### config.mk
export PLATFORM = sky130hd
export DESIGN_NAME = freq_div_bank
export DESIGN_NICKNAME = d
export VERILOG_FILES = /design/src/rtl/freq_div_bank.sv
export SDC_FILE = /design/constraint.sdc
export NUM_CORES = 1
export LEC_CHECK = 0
export CORE_ASPECT_RATIO = 1.2
export CORE_MARGIN = 2
export CORE_UTILIZATION = 48
export CTS_CLUSTER_DIAMETER = 150
export CTS_CLUSTER_SIZE = 20
export DETAILED_ROUTE_END_ITERATION = 6
export PLACE_DENSITY = 0.72
export SKIP_LAST_GASP = 1
export SLEW_MARGIN = 20
export SYNTH_ARGS = -nofsm -noshare
export SYNTH_HDL_FRONTEND = slang
export SYNTH_SLANG_ARGS = --single-unit
### constraint.sdc
create_clock -name i_clk -period 4.29 [get_ports i_clk]
set_input_delay 0.429 -clock i_clk [delete_from_list [all_inputs] [get_ports i_clk]]
set_output_delay 0.429 -clock i_clk [all_outputs]
set_load 0.02 [all_outputs]
### src/rtl/freq_div_bank.sv
// freq_div_bank: bank of N_CH 50%-duty clock dividers with shadowed divide reload.
// Optional macro FREQ_DIV_SYNC_EN adds i_sync, which phase-aligns every channel.
module freq_div_bank #(
    parameter int N_CH        = 2,
    parameter int CNT_WIDTH   = 8,
    parameter int DEFAULT_DIV = 43,
    localparam int SW = N_CH > 1 ? $clog2(N_CH) : 1
) (
    input  logic                 i_clk,
    input  logic                 i_rst_n,
    input  logic                 i_en,
    input  logic                 i_load,
`ifdef FREQ_DIV_SYNC_EN
    input  logic                 i_sync,
`endif
    input  logic [SW-1:0]        i_ch_sel,
    input  logic [CNT_WIDTH-1:0] i_div,
    output logic [N_CH-1:0]      o_clk_div,
    output logic [N_CH-1:0]      o_tick,
    output logic [N_CH-1:0]      o_pending,
    output logic                 o_err
);
    localparam logic [CNT_WIDTH-1:0] DEF = CNT_WIDTH'(DEFAULT_DIV);
    localparam logic [CNT_WIDTH-1:0] ONE = CNT_WIDTH'(1);

    logic ok, sync;
    assign ok = i_load && i_div != '0 && int'(i_ch_sel) < N_CH;
`ifdef FREQ_DIV_SYNC_EN
    assign sync = i_sync;
`else
    assign sync = 1'b0;
`endif

    always_ff @(posedge i_clk)
        o_err <= i_rst_n && i_load && !ok;

    genvar c;
    generate
        for (c = 0; c < N_CH; c++) begin : g_ch
            logic [CNT_WIDTH-1:0] cnt, active, shadow;
            logic clk_q, tick_q, pend_q, hit, tc;
            assign hit = ok && int'(i_ch_sel) == c;
            assign tc  = i_en && cnt == active - ONE;
            assign o_clk_div[c] = clk_q;
            assign o_tick[c]    = tick_q;
            assign o_pending[c] = pend_q;
            always_ff @(posedge i_clk) begin
                if (!i_rst_n) begin
                    cnt    <= '0;
                    active <= DEF;
                    shadow <= DEF;
                    clk_q  <= 1'b0;
                    tick_q <= 1'b0;
                    pend_q <= 1'b0;
                end else if (sync) begin
                    cnt    <= '0;
                    clk_q  <= 1'b0;
                    tick_q <= 1'b0;
                    active <= pend_q ? shadow : active;
                    pend_q <= hit;
                    shadow <= hit ? i_div : shadow;
                end else begin
                    tick_q <= tc;
                    if (tc) begin
                        // a load landing on terminal count goes straight to active
                        cnt    <= '0;
                        clk_q  <= ~clk_q;
                        active <= hit ? i_div : (pend_q ? shadow : active);
                        pend_q <= 1'b0;
                    end else begin
                        cnt    <= i_en ? cnt + ONE : cnt;
                        shadow <= hit ? i_div : shadow;
                        pend_q <= hit | pend_q;
                    end
                end
            end
        end
    endgenerate
endmodule

==> flow_results.org <==
** Status
- Status :: finished, final reports clean

** STA
- Setup_tns :: 0 ns
- Counting I/O delays and the setup requirement, the final critical path takes between 2 and 3 ns.
- Total of endpoints with negative setup slack in the final report :: 0
- The final hold violation count is 0.
- At the pin with the least slew margin, the transition time is between 0.8 and 0.9 ns.
- Measured against its own limit, the worst slew margin works out to between 40% and 50%.
- Max Clock Freq :: 0.3413 GHz
- Setup repair after global routing left no endpoint under its margin.
- Count of pins over their slew limit :: 0
- Across the routed clock network, the largest skew measured is ~0.0066 ns.
- After layout, the worst path uses about two thirds of the clock period.

** Global route
- Number of global-route vias before repair :: 1974
- Maximum number of pins on one net before global-route repair :: 38
- Total grt overflow :: 0
- Number of antenna violations at the first check in global routing :: 0
- The first global-routing pass estimated 9390 um of wire.
- Overall track demand over capacity in global routing :: 18.71%

** Clock tree
- The clock drives between 50 and 60 sinks.
- Clock tree from TritonCTS :: yes
- For this design, the CTS-stage hold fixing added 0 buffers.
- Clock-pin slew reported for the worst setup and hold paths after clock tree synthesis :: approximately 0.1 ns
- H-tree lvl count :: 2
- The number of setup buffers added after CTS is 0.
- In this run, CTS created clock tree buffers numbering 5.
- In this run, post-CTS repair resized a total of 0 instances.
- The longest clock path from root to sink contains 2 buffers.
- Clk Tree Root Cell :: clkbuf_8
- Insertion delay of the later-clocked pin in the worst-skew pair :: 0.31 ns

** Min path
- The worst hold path belongs to the class reg -> reg.
- Hold path start :: g_ch[1].shadow[2]
- Number of instances on the worst hold path :: 2
- Hold-critical path endpoint :: g_ch[1].shadow[2]

** Floorplanning
- The initial utilization of the core area, before any placement, comes to about 50%.
- The die is between 70 and 80 um wide.
- Vertical die dimension :: about 90 um
- After floorplanning, the core was divided into 30 placement rows.
- Die area :: roughly 6500 um^2
- In this run the count of I/O pins placed on the die edge is 20.
- In this run the standard cell core region covers between 5000 and 6000 um^2.

** Synth
- Number of synthesized flops with an enable pin :: 0
- During synthesis, Yosys emitted a total of 0 warnings.
- Library cells used by synthesis :: between 40 and 50
- Synthesis inferred 55 register bits.
- Async set-reset flop share out of synthesis :: 0%
- Fraction of the yosys area taken by sequential cells :: 39.09%
- In this run the biggest area consumer among cell types represents about two fifths of the synthesized area.
- Cell accounting for the most synthesized area :: dfxtp_1
- After synthesis, the mean cell area works out to about 9 um^2.
- The most used flip-flop cell after synthesis is dfxtp_1.
- Netlist area before placement :: 2816 um^2
- Cell types with the largest area share after synthesis :: dfxtp_1, mux2i_1, xor2_1
- Synthesized Nets :: roughly 340
- Cell count after synthesis :: 320

** Route
- After detailed routing, the number of remaining DRC violations is 0.
- Routed via count :: between 2k and 2.5k
- Number of antenna-violating nets in the routed design :: 0
- Number of vias per cell :: roughly 5.4
- Post-detailed-routing wire length :: 5547 um
- The pre-antenna-repair detailed-routing pass consisted of 4 iterations.
- After detailed routing, the average wire length per cell comes to 13.76 um.
- The first routing iteration left a little over 100 violations.

** Finish
- Proportion of layout cells with a drive suffix above 1 :: between 5 and 6%
- The final layout contains ~340 nets.
- Area grow syn2layout :: 10.97%
- 0 antenna diodes ended up in the layout.

** Placed design
- Final Wtd Congestion :: between 0.7 and 0.8
- The wire-length estimate of the detail-placed layout is 3942 um.
- Buffers placed on the I/O ports in this run total 19.

** Worst setup path
- Crit path buffers/inverters :: 1
- STA classifies the critical path endpoint as a flip-flop.
- In this run the critical register-to-register path is launched from g_ch[1].active[0].
- Measured in cells, the most critical reg-to-reg path has a length of 8.
- Critical Path AT :: approximately 3.2 ns
- R2R setup slack :: about 1.4 ns
- On the worst path, the slowest cell contributes a delay of around 0.74 ns.
- STA classifies the critical path startpoint as a flip-flop.
- Worst path slowest cell :: a211oi_2
- Type of the setup path with the least slack :: reg -> reg
- Kind of cell adding the most delay to the critical path :: compound AO/OA/AOI/OAI gates
- FF-to-FF End :: g_ch[1].shadow[7]
- In this run the worst path has a maximum fanout of 15.
- Data required, critical path :: 4.54 ns
- The critical path goes through inv_1, ha_1, o21ba_1, a221oi_1, a41oi_1, a211oi_2, or2_1, mux2i_1.

** Power
- Worst VDD drop :: about 0.00017 V
- Pwr Density :: between 300 and 400 nW/um^2
- Summed over all cells, the static leakage comes to 0.001244 uW.
- Total power for the finished layout comes to 1030 uW.

** Job
- Max-cap check violation count :: 0
-- how the worst max path moves through the flow --
stage                                  from                end  cells after the start
final                     g_ch[1].active[0]  g_ch[1].shadow[7]                      8
after global placement             i_div[2]  g_ch[1].active[0]                      7
after floorplan           g_ch[0].active[0]  g_ch[0].active[4]                      9
after detailed placement           i_div[2]  g_ch[1].active[3]                      7
after global routing      g_ch[1].active[0]  g_ch[1].shadow[4]                      8
after CTS                 g_ch[1].active[0]  g_ch[1].shadow[4]                      8
-- sequential cells by signal, summed over array words and instances (netlist names) --
signal	cells
g_ch.active	16
g_ch.clk_q	2
g_ch.pend_q	2
o_err	1
g_ch.shadow	16
g_ch.tick_q	2
g_ch.cnt	16
-- layer usage --
layer,global-route usage [%],wire (um),vias up
met5,0,0,-
li1,-,-,1131
met2,31.01,2656,26
met3,3.222,126,8
met4,6.942,91,0
met1,24.25,2671,1007
-- layout by cell type, fill, tap and decap left out, types with 4 or more instances in the layout --
cell              n
nand3_1           9
a21oi_1          11
clkdlybuf4s50_1  19
o21ai_1           9
nor4_1            4
a41oi_1           7
a311oi_1          4
nand2b_1          5
dfxtp_1          55
nand2_1          28
nor2_1           28
o21ai_0           6
ha_1              4
mux2_2            4
clkbuf_8          5
o211ai_1          8
xnor2_1          12
mux2i_1          22
nand4_1           6
a211oi_1          5
xor2_1           23
inv_1            11
and3_1            5
or3_1             4
nor3_1            4
-- cells in the mapped netlist, types with 2 or more instances --
master,instances
a211oi_1,5
a21oi_1,11
a221oi_1,2
a311oi_1,4
a41oi_1,7
and3_1,5
and4_1,3
buf_2,4
buf_4,6
clkbuf_1,15
dfxtp_1,55
ha_1,4
inv_1,11
mux2_2,4
mux2i_1,22
nand2_1,28
nand2b_1,5
nand3_1,9
nand4_1,6
nor2_1,28
nor3_1,4
nor4_1,4
o211ai_1,8
o21ai_0,6
o21ai_1,9
o21ba_1,2
or3_1,4
xnor2_1,12
xor2_1,23
-- per-stage QoR --
stage	hold WS [ns]	utilization, %	worst slack (ns)	instances	cell area [um^2]
3_5_place_dp	0.4595	52.80	1.313	395	2993
5_1_grt	0.4940	55.14	1.136	403	3126
3_3_place_gp	0.4488	52.80	1.319	395	2993
4_1_cts	0.4730	55.14	1.392	403	3126
6_report	0.4715	55.14	1.360	403	3126
2_1_floorplan	0.4377	-	1.805	320	2816
-- kinds of logic after synthesis --
group / count (synthesis) / share of synthesized area (%)
muxes: 26 / 9.418
buffers and inverters: 38 / 6.308
AOI/OAI and AO/OA: 60 / 14.88
xor gates and xnor gates: 35 / 10.88
and+or+nand+nor: 102 / 17.64
DFF: 55 / 39.09
adders and majority gates: 4 / 1.777
-- cell type report --
class / instances / area (um^2)
clock buffers: 6 / 72.57
clock inverters: 2 / 60.06
fillers: 511 / 2542
inverters: 11 / 41.29
multi-input cells: 227 / 1538
flip-flops and latches: 55 / 1101
well taps: 80 / 100.1
repair buffers: 22 / 212.7
-- worst register-to-register path, stage by stage, from the launching register on --
cell and delay (ns):
dfxtp_1 0.48, inv_1 0.07, ha_1 0.32, o21ba_1 0.21, a221oi_1 0.28, a41oi_1 0.09
a211oi_2 0.74, or2_1 0.45, mux2i_1 0.23
-- power breakdown --
group / internal, uW / switching (uW)
clock: 233 / 171
sequential: 524 / 12.3
combinational: 38.5 / 50.9
total: 796 / 234
Power figures use the tool's default switching activity.
